==> src/rtl/ascon_aead_core.sv <==
// Ascon-AEAD128 engine: 320-bit state, UNROLL-round permutation, streaming AD/text blocks.
// Optional tag check in hardware when ASCON_TAG_VERIFY_EN is defined.
module ascon_aead_core #(
    parameter int unsigned UNROLL = 1,
    parameter logic [63:0] IV     = 64'h00001000808c0001
) (
    input  logic         clk,
    input  logic         rst_n,
    input  logic         start,
    input  logic         dec,
    input  logic         has_ad,
    input  logic         has_text,
    input  logic [127:0] key,
    input  logic [127:0] nonce,
    input  logic         in_valid,
    output logic         in_ready,
    input  logic [127:0] in_data,
    input  logic         in_last,
    output logic         out_valid,
    input  logic         out_ready,
    output logic [127:0] out_data,
    input  logic [127:0] tag_in,
    output logic [127:0] tag,
    output logic         tag_ok,
    output logic         done,
    output logic         busy
);

    localparam logic [3:0] Step = 4'(UNROLL);

    typedef enum logic [3:0] {
        StIdle,
        StInit,
        StAdWait,
        StAdPerm,
        StAdPad,
        StDsep,
        StTxtWait,
        StTxtPerm,
        StTxtPad,
        StFinal,
        StDone
    } state_e;

    state_e       state_q, state_d;
    logic [3:0]   rnd_q, rnd_d;
    logic [319:0] s_q, s_d;
    logic         dec_q, dec_d;
    logic         has_ad_q, has_ad_d;
    logic         has_text_q, has_text_d;
    logic         last_q, last_d;
    logic         out_valid_q, out_valid_d;
    logic [127:0] out_data_q, out_data_d;
    logic [127:0] tag_q, tag_d;
    logic         tag_ok_q, tag_ok_d;

    logic [319:0] perm_in, perm_out;
    logic [3:0]   rc_base;
    logic [127:0] txt_x;
    logic [127:0] tag_calc;

    function automatic logic [63:0] ror(input logic [63:0] x, input int unsigned n);
        return (x >> n) | (x << (64 - n));
    endfunction

    // One Ascon round on {S4,S3,S2,S1,S0}; idx selects the round constant.
    function automatic logic [319:0] ascon_round(input logic [319:0] s, input logic [3:0] idx);
        logic [63:0] x0, x1, x2, x3, x4;
        logic [63:0] t0, t1, t2, t3, t4;
        x0 = s[63:0];
        x1 = s[127:64];
        x2 = s[191:128];
        x3 = s[255:192];
        x4 = s[319:256];
        x2 = x2 ^ {56'd0, 8'hf0 - (8'(idx) * 8'h0f)};
        x0 = x0 ^ x4;
        x4 = x4 ^ x3;
        x2 = x2 ^ x1;
        t0 = ~x0 & x1;
        t1 = ~x1 & x2;
        t2 = ~x2 & x3;
        t3 = ~x3 & x4;
        t4 = ~x4 & x0;
        x0 = x0 ^ t1;
        x1 = x1 ^ t2;
        x2 = x2 ^ t3;
        x3 = x3 ^ t4;
        x4 = x4 ^ t0;
        x1 = x1 ^ x0;
        x0 = x0 ^ x4;
        x3 = x3 ^ x2;
        x2 = ~x2;
        x0 = x0 ^ ror(x0, 19) ^ ror(x0, 28);
        x1 = x1 ^ ror(x1, 61) ^ ror(x1, 39);
        x2 = x2 ^ ror(x2, 1) ^ ror(x2, 6);
        x3 = x3 ^ ror(x3, 10) ^ ror(x3, 17);
        x4 = x4 ^ ror(x4, 7) ^ ror(x4, 41);
        return {x4, x3, x2, x1, x0};
    endfunction

    // Padding and key injection fold into the first round of their permutation.
    always_comb begin : perm_prep
        perm_in = s_q;
        rc_base = rnd_q;
        case (state_q)
            StAdPerm, StTxtPerm: rc_base = rnd_q + 4'd4;
            StAdPad: begin
                rc_base = rnd_q + 4'd4;
                if (rnd_q == 4'd0) perm_in[0] = ~s_q[0];
            end
            StFinal: begin
                if (rnd_q == 4'd0) perm_in[255:128] = s_q[255:128] ^ key;
            end
            default: ;
        endcase
    end

    always_comb begin : perm_core
        perm_out = perm_in;
        for (int unsigned j = 0; j < UNROLL; j++) begin
            perm_out = ascon_round(perm_out, rc_base + 4'(j));
        end
    end

    always_comb begin : fsm
        state_d     = state_q;
        rnd_d       = rnd_q;
        s_d         = s_q;
        dec_d       = dec_q;
        has_ad_d    = has_ad_q;
        has_text_d  = has_text_q;
        last_d      = last_q;
        out_valid_d = out_valid_q;
        out_data_d  = out_data_q;
        tag_d       = tag_q;
        tag_ok_d    = tag_ok_q;
        in_ready    = 1'b0;
        txt_x       = s_q[127:0] ^ in_data;
        tag_calc    = perm_out[319:192] ^ key;

        if (out_valid_q && out_ready) out_valid_d = 1'b0;

        case (state_q)
            StIdle: begin
                if (start) begin
                    s_d        = {nonce, key, IV};
                    dec_d      = dec;
                    has_ad_d   = has_ad;
                    has_text_d = has_text;
                    rnd_d      = 4'd0;
                    state_d    = StInit;
                end
            end
            StInit: begin
                if (rnd_q == 4'd12) begin
                    s_d[319:192] = s_q[319:192] ^ key;
                    rnd_d        = 4'd0;
                    state_d      = has_ad_q ? StAdWait : StDsep;
                end else begin
                    s_d   = perm_out;
                    rnd_d = rnd_q + Step;
                end
            end
            StAdWait: begin
                in_ready = 1'b1;
                if (in_valid) begin
                    s_d[127:0] = txt_x;
                    last_d     = in_last;
                    state_d    = StAdPerm;
                end
            end
            StAdPerm, StAdPad, StTxtPerm: begin
                s_d = perm_out;
                if (rnd_q + Step == 4'd8) begin
                    rnd_d = 4'd0;
                    if (state_q == StAdPerm) state_d = last_q ? StAdPad : StAdWait;
                    else if (state_q == StAdPad) state_d = StDsep;
                    else state_d = StTxtWait;
                end else begin
                    rnd_d = rnd_q + Step;
                end
            end
            StDsep: begin
                s_d[319] = ~s_q[319];
                state_d  = has_text_q ? StTxtWait : StTxtPad;
            end
            StTxtWait: begin
                in_ready = !out_valid_q || out_ready;
                if (in_valid && in_ready) begin
                    out_data_d  = txt_x;
                    out_valid_d = 1'b1;
                    s_d[127:0]  = dec_q ? in_data : txt_x;
                    state_d     = in_last ? StTxtPad : StTxtPerm;
                end
            end
            StTxtPad: begin
                s_d[0]  = ~s_q[0];
                state_d = StFinal;
            end
            StFinal: begin
                s_d = perm_out;
                if (rnd_q + Step == 4'd12) begin
                    rnd_d   = 4'd0;
                    state_d = StDone;
`ifdef ASCON_TAG_VERIFY_EN
                    tag_ok_d = dec_q && (tag_calc == tag_in);
                    tag_d    = (dec_q && (tag_calc != tag_in)) ? '0 : tag_calc;
`else
                    tag_ok_d = 1'b0;
                    tag_d    = tag_calc;
`endif
                end else begin
                    rnd_d = rnd_q + Step;
                end
            end
            StDone: state_d = StIdle;
            default: state_d = StIdle;
        endcase
    end

`ifndef ASCON_TAG_VERIFY_EN
    logic unused_tag_in;
    assign unused_tag_in = ^tag_in;
`endif

    always_ff @(posedge clk or negedge rst_n) begin
        if (!rst_n) begin
            state_q     <= StIdle;
            rnd_q       <= '0;
            s_q         <= '0;
            dec_q       <= 1'b0;
            has_ad_q    <= 1'b0;
            has_text_q  <= 1'b0;
            last_q      <= 1'b0;
            out_valid_q <= 1'b0;
            out_data_q  <= '0;
            tag_q       <= '0;
            tag_ok_q    <= 1'b0;
        end else begin
            state_q     <= state_d;
            rnd_q       <= rnd_d;
            s_q         <= s_d;
            dec_q       <= dec_d;
            has_ad_q    <= has_ad_d;
            has_text_q  <= has_text_d;
            last_q      <= last_d;
            out_valid_q <= out_valid_d;
            out_data_q  <= out_data_d;
            tag_q       <= tag_d;
            tag_ok_q    <= tag_ok_d;
        end
    end

    assign out_valid = out_valid_q;
    assign out_data  = out_data_q;
    assign tag       = tag_q;
    assign tag_ok    = tag_ok_q;
    assign done      = (state_q == StDone);
    assign busy      = (state_q != StIdle);

endmodule

==> config.mk <==
export PLATFORM = sky130hd
export DESIGN_NAME = ascon_aead_core
export DESIGN_NICKNAME = d
export VERILOG_FILES = /design/src/rtl/ascon_aead_core.sv
export SDC_FILE = /design/constraint.sdc
export NUM_CORES = 2
export LEC_CHECK = 0
export BUFFER_PORTS_ARGS = -buffer_cell sky130_fd_sc_hd__buf_4
export CAP_MARGIN = 40
export CORE_MARGIN = 2
export CORE_UTILIZATION = 44
export DETAILED_ROUTE_END_ITERATION = 6
export PLACE_DENSITY = 0.63
export SYNTH_ARGS = -nofsm -noshare
export SYNTH_HDL_FRONTEND = slang
export SYNTH_SLANG_ARGS = --single-unit
==> constraint.sdc <==
create_clock -name clk -period 12.21 [get_ports clk]
set_input_delay 1.221 -clock clk [delete_from_list [all_inputs] [get_ports clk]]
set_output_delay 1.221 -clock clk [all_outputs]
set_load 0.02 [all_outputs]
==> reports/metrics.yaml <==
run_status:
  status: "finished, final reports clean"
timing:
  layout_setup_ws_ns: 4.80
  period_share: 0.607
  finClkSkew_ns: 0.0375
  setup_viol: 0
  grt_setup_unrepaired: "no"
  hold_viol: 0
  tightest_slew_ns: 1.04
  period_needed_ns: 7.41
  fmax_mhz: 135
  maxSlewViolCount: 0
  slew_headroom: 0.305
  setup-tns-final_ns: 0
setup_path:
  r2r_start: "state_q[1]"
  cpPeakStageDelay_ns: 0.69
  critical_path.startpoint: "state_q[1]"
  cp-start-kind: "flip-flop"
  cp_max_fo: 18
  path_buf_inv: 5
  worst_setup_path_end_kind: "flip-flop"
  crit_top_cell: "inv_1"
  critPathTopFamily: "XOR/XNOR gates"
  slowest_stage: "dfrtp_1"
  crit_type: "flip-flop to flip-flop"
  path_cells: "clkinv_1 -> nand2_1 -> a21oi_1 -> xnor2_1 -> inv_1 -> fa_1 -> fa_1 -> inv_1 -> ha_1 -> inv_1 -> ha_1 -> a21oi_1 -> o21ai_0 -> xnor3_1 -> inv_1 -> ha_1 -> xnor2_1 -> xor2_2 -> xnor3_1 -> a221oi_1 -> nor2_1"
  cp.arrival_ns: 7.97
  required_ns: 12.77
clock_network:
  ctsResizeCount: 0
  clk_path_buf_depth: 3
  cts-buffers-inserted: 76
  clkLatencyLatePin_ns: 0.69
  cts_hold_buffers: 0
  cts_setup_buffers: 0
  clk_pin_slew_ns: 0.06
  cts_root_buffer: "clkbuf_16"
  h-tree-depth: 3
  cts_num_sinks: 589
  cts_tree: "yes"
placement:
  pre_cts_slack_ns: 4.92
  io_buffers: 652
  place_inst: 7922
  placed_cell_area_mm2: 0.0581
  hpwl_um: 189000
  routabilityCongestion: 1.07
floorplan:
  start_util: 0.442
  rows: 125
  die_h_um: 345
  core_mm2: 0.116
  fp.dieW_um: 345
  die-area_mm2: 0.119
  num_io_pins: 782
yosys:
  synth_area_mm2: 0.0511
  synth.area.top_cells: "dfrtp_1 29%, xnor2_1 16%, xor2_1 9.7%"
  yosys.area.top_type: "dfrtp_1"
  syn_nets: 6637
  postSynthAreaPerCell_um2: 8.57
  yosysWarnings: 0
  postSynthCellCount: 5965
  yosysUniqueCellTypes: 76
  synth_ff_type: "dfrtp_1"
  synth_edf_count: 0
  yosys_register_bits: 589
  yosysTopAreaCellShare: 0.288
  ys_seq_area_frac: 0.288
  synth.most_common_cell: "xnor2_1"
  synth_common_cells: "938 x xnor2_1, 720 x o21ai_0, 589 x dfrtp_1"
  async_reset_ff_frac: 1.00
routing:
  wl_per_cell_um: 30.2
  routed_via_density: 6.11
  drtIter0Drc: 6126
  routed_wirelength_um: 244000
  dr.pass1.iters: 6
  drc: 0
  via_count: 49400
  ant_nets: 0
grt:
  antenna_found_initial: 31
  grt.total_usage: 0.399
  grt_overflow_total: 0
  grt_pass1_vias: 45100
  grt_max_degree: 123
  grt_pass1_wl_um: 338000
worst_hold_path:
  hp-class: "flip-flop to flip-flop"
  worstHoldStart: "tag[63]"
final_layout:
  layoutNonFillerInstCount: 8085
  area_growth_pct: 19.2
  design_area_mm2: 0.0610
  nNetsFinal: 7154
  fill_cells: 11100
  drive_gt1_frac: 0.170
flow_run:
  cap_violations: 0
## kinds of logic after synthesis
group / synth area share
AO/OA/AOI/OAI: 0.181
XOR/XNOR: 0.306
adder cells (fa/ha/maj): 0.0476
buffers and inverters: 0.0460
flip-flops: 0.288
multiplexers: 0.00553
other: 0.0000733
AND/OR/NAND/NOR: 0.126
## final cells by class
type | instances | area (um2) | share of cell area
inverter | 170 | 638 | 0.0105
clock buffer | 108 | 2240 | 0.0367
timing repair buffer | 859 | 6650 | 0.109
tap | 1524 | 1910 | 0.0313
clock inverter | 30 | 479 | 0.00786
antenna | 19 | 47.5 | 0.000780
multi-input combinational | 4786 | 34300 | 0.562
sequential | 589 | 14700 | 0.242
## stage by stage
step	hold slack, ns	util
final	0.476	0.527
after global routing	0.500	0.527
after CTS	0.485	0.526
after detailed placement	0.472	0.502
after global placement	0.467	0.494
after floorplan	0.452	-
## cells in the final DEF (no fill, tap or decap), types with 14 or more instances in the layout
cell,instances
xnor2_1,934
buf_4,838
o21ai_0,720
dfrtp_1,589
xor2_1,565
nor2_1,518
nand2_1,419
a21oi_1,343
inv_1,169
ha_1,147
nor3b_1,116
o221ai_1,112
a22oi_1,84
clkbuf_16,79
a221oi_1,63
nor3_1,57
nand3_1,54
nor2b_1,52
a311oi_1,50
maj3_1,46
nand2b_1,43
a31oi_1,41
xnor2_2,40
xnor3_1,39
nand3b_1,38
xor3_1,33
a32oi_1,28
and3_1,22
or2_2,22
o21ai_1,21
diode_2,19
or3_1,19
a22o_1,19
mux2_2,18
clkbuf_8,15
clkbuf_1,14
## final timing paths
check / endpoint / slack (ns) / cells after the start
worst min register to register: tag[63] / 0.48 / 2
min in group asynchronous: s_q[243] / 0.66 / 1
worst max-delay path: s_q[246] / 4.80 / 21
max in group asynchronous: s_q[204] / 9.48 / 3
worst min-delay path: tag[63] / 0.48 / 2
worst max register to register: s_q[246] / 4.80 / 21
## flip-flops by register name, indices dropped and copies added, names as in the netlist
signal and flops:
state_q 4, out_valid 1, has_text_q 1, rnd_q 4
last_q 1, tag 128, s_q 320, out_data 128
has_ad_q 1, dec_q 1
## worst register-to-register path, stage by stage, from the launching register on
cell and delay, ns:
dfrtp_1 0.69, clkinv_1 0.54, nand2_1 0.23, a21oi_1 0.14
xnor2_1 0.38, inv_1 0.20, fa_1 0.44, fa_1 0.57
inv_1 0.05, ha_1 0.27, inv_1 0.04, ha_1 0.31
a21oi_1 0.23, o21ai_0 0.17, xnor3_1 0.49, inv_1 0.07
ha_1 0.29, xnor2_1 0.60, xor2_2 0.65, xnor3_1 0.57
a221oi_1 0.31, nor2_1 0.07
## per-layer routing
metal,wire [um],vias up,GRT usage
met1,95000,24300,0.521
met5,117,-,0
met3,26800,626,0.0955
met2,105000,2993,0.598
met4,17100,18,0.239
li1,-,21500,-
Power is not shown: default switching activity piles up to over one toggle a cycle in this logic, so the estimate is an artifact.
